==> config.mk <==
export PLATFORM = sky130hd
export DESIGN_NAME = versat_asym_fifo_ctrl
export DESIGN_NICKNAME = d
export VERILOG_FILES = /design/src/rtl/versat_fifo_pkg.sv /design/src/rtl/versat_fifo_ptr.sv /design/src/rtl/versat_asym_fifo_ctrl.sv
export SDC_FILE = /design/constraint.sdc
export NUM_CORES = 1
export LEC_CHECK = 0
export BUFFER_PORTS_ARGS = -buffer_cell sky130_fd_sc_hd__buf_4
export CAP_MARGIN = 10
export CORE_MARGIN = 2
export CORE_UTILIZATION = 41
export DETAILED_ROUTE_END_ITERATION = 10
export GPL_TIMING_DRIVEN = 0
export PLACE_DENSITY = 0.85
export SYNTH_ARGS = -nofsm -noshare
export SYNTH_HDL_FRONTEND = slang
export SYNTH_SLANG_ARGS = --single-unit
==> constraint.sdc <==
create_clock -name clk_i -period 6.65 [get_ports clk_i]
set_input_delay 1.6625 -clock clk_i [delete_from_list [all_inputs] [get_ports clk_i]]
set_output_delay 1.6625 -clock clk_i [all_outputs]
set_load 0.05 [all_outputs]
==> src/rtl/versat_fifo_pkg.sv <==
// Shared definitions for the Versat width-converting FIFO controller.
// Holds the byte-step derivation, the occupancy-counter width and the
// helpers used for the elaboration-time parameter checks.
package versat_fifo_pkg;

  // One cycle's accepted operations.
  typedef struct packed {
    logic push;
    logic pop;
  } fifo_op_t;

  // Number of bytes moved by one access of a port that is `bits` wide.
  function automatic int byte_width(input int bits);
    return bits / 8;
  endfunction

  // The level counter must hold 0..2^addr_w inclusive, so it needs one extra bit.
  function automatic int level_width(input int addr_w);
    return addr_w + 1;
  endfunction

  function automatic bit is_pow2(input int v);
    return (v > 0) && ((v & (v - 1)) == 0);
  endfunction

  function automatic int max_int(input int a, input int b);
    return (a > b) ? a : b;
  endfunction

  function automatic int min_int(input int a, input int b);
    return (a < b) ? a : b;
  endfunction

endpackage

==> src/rtl/versat_fifo_ptr.sv <==
// Byte pointer for the asymmetric FIFO.
// Advances by STEP bytes when en_i is high, wrapping modulo 2^ADDR_W.
// Ports:
//   clk_i   clock
//   rst_i   synchronous active-high reset (pointer -> 0)
//   clear_i synchronous flush (pointer -> 0), overrides en_i
//   en_i    advance the pointer this cycle
//   ptr_o   current pointer value
module versat_fifo_ptr #(
  parameter int ADDR_W = 6,
  parameter int STEP   = 1
) (
  input  logic              clk_i,
  input  logic              rst_i,
  input  logic              clear_i,
  input  logic              en_i,
  output logic [ADDR_W-1:0] ptr_o
);

  // Truncation to ADDR_W bits gives the modulo-2^ADDR_W step; a step equal to
  // the whole depth correctly becomes 0.
  localparam logic [ADDR_W-1:0] INC = ADDR_W'(STEP);

  logic [ADDR_W-1:0] ptr_q;
  logic [ADDR_W-1:0] ptr_d;

  always_comb begin
    ptr_d = ptr_q;
    if (clear_i) begin
      ptr_d = '0;
    end else if (en_i) begin
      ptr_d = ptr_q + INC;
    end
  end

  always_ff @(posedge clk_i) begin
    if (rst_i) begin
      ptr_q <= '0;
    end else begin
      ptr_q <= ptr_d;
    end
  end

  assign ptr_o = ptr_q;

endmodule

==> src/rtl/versat_asym_fifo_ctrl.sv <==
// Controller that runs an external dual-port asymmetric RAM as a
// width-converting FIFO. Port A of the RAM is the push side (W_DATA_W bits),
// port B the pop side (R_DATA_W bits, 1-cycle registered read).
// Ports:
//   clk_i, rst_i, clear_i            clock, sync active-high reset, sync flush
//   w_en_i, w_data_i, full_o         push request / data / "push would not fit"
//   r_en_i, r_data_o, r_valid_o      pop request / data / valid pulse (1 cycle later)
//   empty_o, level_o                 fewer than RSTEP bytes stored / byte occupancy
//   overflow_o, underflow_o          sticky rejected-push / rejected-pop flags
//   ram_*A_o, ram_*B_o, ram_doutB_i  RAM port controls and port-B read data
module versat_asym_fifo_ctrl
  import versat_fifo_pkg::*;
#(
  parameter int W_DATA_W = 8,
  parameter int R_DATA_W = 32,
  parameter int ADDR_W   = 6
) (
  input  logic                clk_i,
  input  logic                rst_i,
  input  logic                clear_i,
  input  logic                w_en_i,
  input  logic [W_DATA_W-1:0] w_data_i,
  output logic                full_o,
  input  logic                r_en_i,
  output logic [R_DATA_W-1:0] r_data_o,
  output logic                r_valid_o,
  output logic                empty_o,
  output logic [ADDR_W:0]     level_o,
  output logic                overflow_o,
  output logic                underflow_o,
  output logic [W_DATA_W-1:0] ram_dinA_o,
  output logic [ADDR_W-1:0]   ram_addrA_o,
  output logic                ram_enA_o,
  output logic                ram_weA_o,
  output logic [R_DATA_W-1:0] ram_dinB_o,
  output logic [ADDR_W-1:0]   ram_addrB_o,
  output logic                ram_enB_o,
  output logic                ram_weB_o,
  input  logic [R_DATA_W-1:0] ram_doutB_i
);

  localparam int WSTEP = byte_width(W_DATA_W);
  localparam int RSTEP = byte_width(R_DATA_W);
  localparam int LVL_W = level_width(ADDR_W);
  localparam int DEPTH = 2 ** ADDR_W;
  localparam int RATIO = max_int(W_DATA_W, R_DATA_W) / min_int(W_DATA_W, R_DATA_W);

  localparam logic [LVL_W-1:0] FULL_THR = LVL_W'(DEPTH - WSTEP);
  localparam logic [LVL_W-1:0] W_INC    = LVL_W'(WSTEP);
  localparam logic [LVL_W-1:0] R_DEC    = LVL_W'(RSTEP);

  // Parameter sanity checks at elaboration.
  if ((W_DATA_W % 8) != 0 || (R_DATA_W % 8) != 0) begin : g_bad_bytes
    $error("versat_asym_fifo_ctrl: data widths must be multiples of 8");
  end
  if (!is_pow2(RATIO)) begin : g_bad_ratio
    $error("versat_asym_fifo_ctrl: width ratio must be a power of 2");
  end
  if (max_int(WSTEP, RSTEP) > DEPTH) begin : g_bad_depth
    $error("versat_asym_fifo_ctrl: widest access exceeds RAM capacity");
  end

  fifo_op_t          op;
  logic [ADDR_W-1:0] wptr;
  logic [ADDR_W-1:0] rptr;

  logic [LVL_W-1:0]  level_q, level_d;
  logic              overflow_q, overflow_d;
  logic              underflow_q, underflow_d;
  logic              r_valid_q, r_valid_d;

  // Flags come straight from the stored level, so pop eligibility never sees
  // bytes pushed in the same cycle.
  always_comb begin
    full_o  = (level_q > FULL_THR);
    empty_o = (level_q < R_DEC);
  end

  // Reset and clear both suppress any RAM access in their cycle.
  always_comb begin
    op.push = w_en_i & ~full_o  & ~clear_i & ~rst_i;
    op.pop  = r_en_i & ~empty_o & ~clear_i & ~rst_i;
  end

  always_comb begin
    level_d     = level_q;
    overflow_d  = overflow_q;
    underflow_d = underflow_q;
    if (clear_i) begin
      level_d     = '0;
      overflow_d  = 1'b0;
      underflow_d = 1'b0;
    end else begin
      level_d     = level_q + (op.push ? W_INC : '0) - (op.pop ? R_DEC : '0);
      overflow_d  = overflow_q  | (w_en_i & full_o);
      underflow_d = underflow_q | (r_en_i & empty_o);
    end
    // A pop accepted just before a clear still returns its data.
    r_valid_d = op.pop;
  end

  always_ff @(posedge clk_i) begin
    if (rst_i) begin
      level_q     <= '0;
      overflow_q  <= 1'b0;
      underflow_q <= 1'b0;
      r_valid_q   <= 1'b0;
    end else begin
      level_q     <= level_d;
      overflow_q  <= overflow_d;
      underflow_q <= underflow_d;
      r_valid_q   <= r_valid_d;
    end
  end

  versat_fifo_ptr #(.ADDR_W(ADDR_W), .STEP(WSTEP)) u_wptr (
    .clk_i   (clk_i),
    .rst_i   (rst_i),
    .clear_i (clear_i),
    .en_i    (op.push),
    .ptr_o   (wptr)
  );

  versat_fifo_ptr #(.ADDR_W(ADDR_W), .STEP(RSTEP)) u_rptr (
    .clk_i   (clk_i),
    .rst_i   (rst_i),
    .clear_i (clear_i),
    .en_i    (op.pop),
    .ptr_o   (rptr)
  );

  always_comb begin
    ram_enA_o   = op.push;
    ram_weA_o   = op.push;
    ram_addrA_o = wptr;
    ram_dinA_o  = w_data_i;
    ram_enB_o   = op.pop;
    ram_weB_o   = 1'b0;
    ram_addrB_o = rptr;
    ram_dinB_o  = '0;
  end

  // Data is forwarded only in the valid cycle so the output reads 0 otherwise.
  assign r_data_o    = r_valid_q ? ram_doutB_i : '0;
  assign r_valid_o   = r_valid_q;
  assign level_o     = level_q;
  assign overflow_o  = overflow_q;
  assign underflow_o = underflow_q;

endmodule
Yosys cells after proc, flatten, opt, wreduce, memory -nomap -nowiden --
Index checks and enable logic that the tools add are counted.
Storage, ports and cells: register bits after elaboration 22, input port bits 45, output and inout port bits 100, logic and storage cells 30
Operators by class: add/subtract/negate cells 4, order comparisons 2, mux-type cells 3, bitwise logic cells 14, reductions and logical operators 1
Operator list (number):
- 2-to-1 mux 32 bit | 1
- bitwise AND 1 bit | 8
- adder 7 x 1 -> 7 bit | 1
- greater-than comparator 7 x 6 -> 1 bit, second input constant | 1
- less-than comparator 7 x 3 -> 1 bit, second input constant | 1
- subtractor 7 x 3 -> 7 bit | 1
- adder 6 x 1 -> 6 bit, second input constant | 1
- adder 6 x 3 -> 6 bit, second input constant | 1
- inverter 1 bit | 4
- 2-to-1 mux 3 bit | 1
- bitwise OR 1 bit | 2
- OR reduction 2 bit | 1
- 2-to-1 mux 1 bit | 1

Longest topological paths before layout --
depth in word-level cells 8, mapped depth 13, gate-level depth less buffers 13

By module --
A second synthesis with hierarchy kept.
Second synthesis, totals: cell total of the unflattened synthesis 198, area, all modules 1644.1 um^2
Modules (own cells, without submodules):
- versat_asym_fifo_ctrl | times used 1, cells an instance 152, area an instance 1198.6 um^2, sequential area each 200.2 um^2
- versat_fifo_ptr (u_wptr) | times used 1, cells an instance 26, area an instance 249.0 um^2, sequential area each 120.1 um^2
- versat_fifo_ptr (u_rptr) | times used 1, cells an instance 20, area an instance 196.4 um^2, sequential area each 80.1 um^2

Worst setup path after synthesis --
Ideal clock, no wire load.
path type in2out, start input port clear_i, end output port ram_weA_o, data arrival time 3430 ps, required time 4987 ps, setup slack 1558 ps, cell stages on the path 5, path through or2_2 > clkbuf_1 > buf_1 > nor2_1 > buf_4
Between the ends: word-level cells in the longest chain between the ends 3
Ends and longest elaborated chain:
- start: declaration | RTL line versat_asym_fifo_ctrl.sv:20 | input logic clear_i,
- inverter 1 bit | RTL line versat_asym_fifo_ctrl.sv:81 | op.push = w_en_i & ~full_o & ~clear_i & ~rst_i;
- bitwise AND 1 bit (2 in a row) | RTL line versat_asym_fifo_ctrl.sv:81
- end: declaration | RTL line versat_asym_fifo_ctrl.sv:34 | output logic ram_weA_o,
No other way between the ends.

Final worst setup path --
Same ends and word-level chain as after synthesis.

==> flow_results.xml <==
<?xml version="1.0" encoding="UTF-8"?>
<metrics>
  <group name="outcome">
    <metric name="status" unit="">finished clean</metric>
  </group>
  <group name="synthesis">
    <metric name="netlist_instances" unit="">204</metric>
    <metric name="synth_flop_cell" unit="">sky130_fd_sc_hd__dfxtp_1</metric>
    <metric name="post_synthesis_area_per_instance" unit="sq um">8.176</metric>
    <metric name="netlist_area" unit="sq um">1668</metric>
    <metric name="seq_total_area_yosys" unit="%">24.01</metric>
    <metric name="ys_seq_elements" unit="">20</metric>
    <metric name="synthArstFlopShare" unit="%">0</metric>
    <metric name="synthesis.yosys.warnings" unit="">0</metric>
    <metric name="synth.distinct_cells" unit="">38</metric>
    <metric name="synth-edff-count" unit="">0</metric>
  </group>
  <group name="min_path">
    <metric name="hp-class" unit="">reg2reg</metric>
  </group>
  <group name="cts">
    <metric name="post_cts_resize_count" unit="">0</metric>
    <metric name="cts_made_buffers" unit="">3</metric>
    <metric name="cts.sinks" unit="">20</metric>
    <metric name="cts_htree_levels" unit="">1</metric>
    <metric name="tritoncts" unit="">yes</metric>
    <metric name="max-clock-path-buffers" unit="">2</metric>
    <metric name="cts_root_buffer" unit="">sky130_fd_sc_hd__clkbuf_8</metric>
    <metric name="worstSkewPairLatency" unit="ps">250</metric>
    <metric name="postCtsSetupBuffers" unit="">0</metric>
    <metric name="clkTransAtPathRegs" unit="ps">70</metric>
    <metric name="number_of_buffers_inserted_by_hold_repair_at_cts" unit="">0</metric>
  </group>
  <group name="placement">
    <metric name="placement.io_buffers" unit="">101</metric>
    <metric name="hpwlAfterDp" unit="mm">4.207</metric>
    <metric name="gpl.final_weighted_congestion" unit="">0.8542</metric>
    <metric name="dpl_cell_area" unit="sq um">2616</metric>
  </group>
  <group name="setup_path">
    <metric name="critical_path_peak_fanout" unit="">10</metric>
    <metric name="startpoint_types" unit="">primary input</metric>
    <metric name="worst_ep_required_time" unit="ps">4990</metric>
    <metric name="critical_path_class" unit="">in2out</metric>
    <metric name="worstSetupEndpointType" unit="">output port</metric>
    <metric name="critPathArrivalTime" unit="ps">3210</metric>
  </group>
  <group name="power">
    <metric name="p_per_area" unit="nW/um^2">145.5</metric>
    <metric name="worst_vdd_rail_ir_drop" unit="uV">123.1</metric>
    <metric name="leakagePower" unit="nW">1.472</metric>
  </group>
  <group name="floorplanning">
    <metric name="fp-row-count" unit="">23</metric>
    <metric name="ioPinCount" unit="">145</metric>
    <metric name="die-width" unit="um">67.78</metric>
    <metric name="floorplan.core_area" unit="sq um">3971</metric>
    <metric name="start_util" unit="%">42.00</metric>
    <metric name="floorplan.die_area" unit="sq um">4594</metric>
    <metric name="dieHeight" unit="um">67.78</metric>
  </group>
  <group name="sta">
    <metric name="post-route-period-util" unit="%">73.25</metric>
    <metric name="timing_hold_violations_final" unit="">0</metric>
    <metric name="finClkSkew" unit="ps">3.857</metric>
    <metric name="fin_worst_hold_slack" unit="ps">475.5</metric>
    <metric name="rsz_0062_raised_after_global_routing" unit="">false</metric>
    <metric name="final-max-slew-violation-count" unit="">0</metric>
    <metric name="final.setup.tns" unit="ps">0</metric>
    <metric name="finalSetupViolations" unit="">0</metric>
    <metric name="fmax" unit="MHz">205.3</metric>
    <metric name="min_period" unit="ps">4871</metric>
  </group>
  <group name="finish">
    <metric name="post-route-cell-area" unit="sq um">2671</metric>
    <metric name="final_net_count" unit="">406</metric>
    <metric name="num-fill-cells" unit="">353</metric>
    <metric name="antenna_fix_cells" unit="">0</metric>
    <metric name="ratio_of_cells_with_drive_above_1_in_the_final_layout" unit="%">45.19</metric>
    <metric name="postLayoutCoreUtil" unit="%">67.27</metric>
    <metric name="synthToLayoutAreaGrowth" unit="%">60.16</metric>
  </group>
  <group name="drt">
    <metric name="route.detailed.drc" unit="">0</metric>
    <metric name="viasPerCell" unit="">4.298</metric>
    <metric name="dr_total_vias" unit="">1689</metric>
    <metric name="final_antenna_net_count" unit="">0</metric>
    <metric name="detail_route.first_pass.iterations" unit="">4</metric>
    <metric name="routed_wirelength" unit="mm">4.792</metric>
    <metric name="drt-wirelength-per-cell" unit="um">12.19</metric>
    <metric name="detailedRoute.firstIterationViolations" unit="">33</metric>
  </group>
  <group name="grt">
    <metric name="globalRouteOverflowTotal" unit="">0</metric>
    <metric name="first_global_vias" unit="">1570</metric>
    <metric name="grt_antenna_before_repair" unit="">0</metric>
    <metric name="track_usage" unit="%">19.79</metric>
    <metric name="wire_length_of_the_first_global_routing_pass" unit="mm">6.913</metric>
    <metric name="grt_max_degree" unit="">12</metric>
  </group>
  <group name="job">
    <metric name="maxCapViolCount" unit="">0</metric>
  </group>
</metrics>
## report_power, final
| part | switching (mW) | internal, mW |
|---|---|---|
| sequential | 0.00336 | 0.123 |
| combinational | 0.113 | 0.0586 |
| clock | 0.0380 | 0.0526 |
| total | 0.155 | 0.234 |
## critical path: stages
cell	delay, ps
sky130_fd_sc_hd__buf_4	110
sky130_fd_sc_hd__or2_2	300
sky130_fd_sc_hd__clkbuf_1	240
sky130_fd_sc_hd__buf_1	300
sky130_fd_sc_hd__nor2_1	260
sky130_fd_sc_hd__buf_4	140
sky130_fd_sc_hd__buf_4	180
## through the flow
stage                     power [mW]  cells  setup WS (ps)
after floorplan               0.2591    238           1558
after global placement        0.2975    389           1789
after detailed placement      0.2997    389           1800
after CTS                     0.3915    393           1765
after global routing          0.4084    393           1687
final                         0.3886    393           1779
## layer usage
layer	global-route usage, %	routed length [um]
met1	19.49	1592
met2	40.32	2746
met3	4.167	431
met4	6.000	22
met5	0	0
## state kept, by name, summed over array words and instances, names as in the netlist
name and cells:
r_valid_o 1, u_wptr.ptr_o 6, overflow_o 1, level_o 7, u_rptr.ptr_o 4, underflow_o 1
## cell families after synthesis
group / Yosys count / share of synthesized area (%)
AOI/OAI and AO/OA: 21 / 8.853
xor gates and xnor gates: 7 / 3.676
adders and majority gates: 17 / 12.75
buffers and inverters: 61 / 24.08
DFF: 20 / 24.01
muxes: 2 / 1.200
other: 1 / 0.2248
and+or+nand+nor: 75 / 25.21
## Yosys cell counts (2+ instances only)
library cell / n / area (sq um)
sky130_fd_sc_hd__nor2_1: 18 / 67.56
sky130_fd_sc_hd__buf_4: 44 / 330.3
sky130_fd_sc_hd__xnor2_1: 3 / 26.28
sky130_fd_sc_hd__ha_1: 17 / 212.7
sky130_fd_sc_hd__nand2_1: 4 / 15.01
sky130_fd_sc_hd__nand3_1: 5 / 25.02
sky130_fd_sc_hd__a211o_1: 2 / 17.52
sky130_fd_sc_hd__nand2b_1: 2 / 12.51
sky130_fd_sc_hd__a21oi_1: 6 / 30.03
sky130_fd_sc_hd__or4_1: 2 / 15.01
sky130_fd_sc_hd__a21boi_0: 2 / 15.01
sky130_fd_sc_hd__or3_1: 3 / 18.77
sky130_fd_sc_hd__clkbuf_1: 4 / 15.01
sky130_fd_sc_hd__inv_1: 11 / 41.29
sky130_fd_sc_hd__dfxtp_1: 20 / 400.4
sky130_fd_sc_hd__xor2_1: 4 / 35.03
sky130_fd_sc_hd__mux2i_1: 2 / 20.02
sky130_fd_sc_hd__o21ai_0: 3 / 15.01
sky130_fd_sc_hd__and2_1: 33 / 206.5
## final cells by class
type,count,area (sq um),share of cell area (%)
plain buffers,50,360.3,13.49
clock buffers,4,55.05,2.061
inverters,11,41.29,1.546
multi-input cells,157,993.5,37.19
flip-flops and latches,20,400.4,14.99
well taps,50,62.56,2.342
repair buffers,101,758.2,28.38
## final timing paths
check                                  from          end  slack [ps]  depth (start not counted)
worst max register to register   level_o[5]   level_o[5]        3750                         13
worst max-delay path                clear_i    ram_weA_o        1780                          7
worst min-delay path            underflow_o  underflow_o         480                          2
worst min register to register  underflow_o  underflow_o         480                          2
## cell usage in the layout (no fill, tap or decap), types with 4 or more instances in the layout
cell type / netlist / layout
sky130_fd_sc_hd__clkbuf_8: 0 / 4
sky130_fd_sc_hd__nand2_1: 4 / 4
sky130_fd_sc_hd__and2_1: 33 / 33
sky130_fd_sc_hd__buf_4: 44 / 145
sky130_fd_sc_hd__nor2_1: 18 / 18
sky130_fd_sc_hd__a21oi_1: 6 / 6
sky130_fd_sc_hd__clkbuf_1: 4 / 4
sky130_fd_sc_hd__ha_1: 17 / 17
sky130_fd_sc_hd__nand3_1: 5 / 5
sky130_fd_sc_hd__conb_1: 1 / 35
sky130_fd_sc_hd__xor2_1: 4 / 4
sky130_fd_sc_hd__inv_1: 11 / 11
sky130_fd_sc_hd__dfxtp_1: 20 / 20
Power figures use the tool's default switching activity.
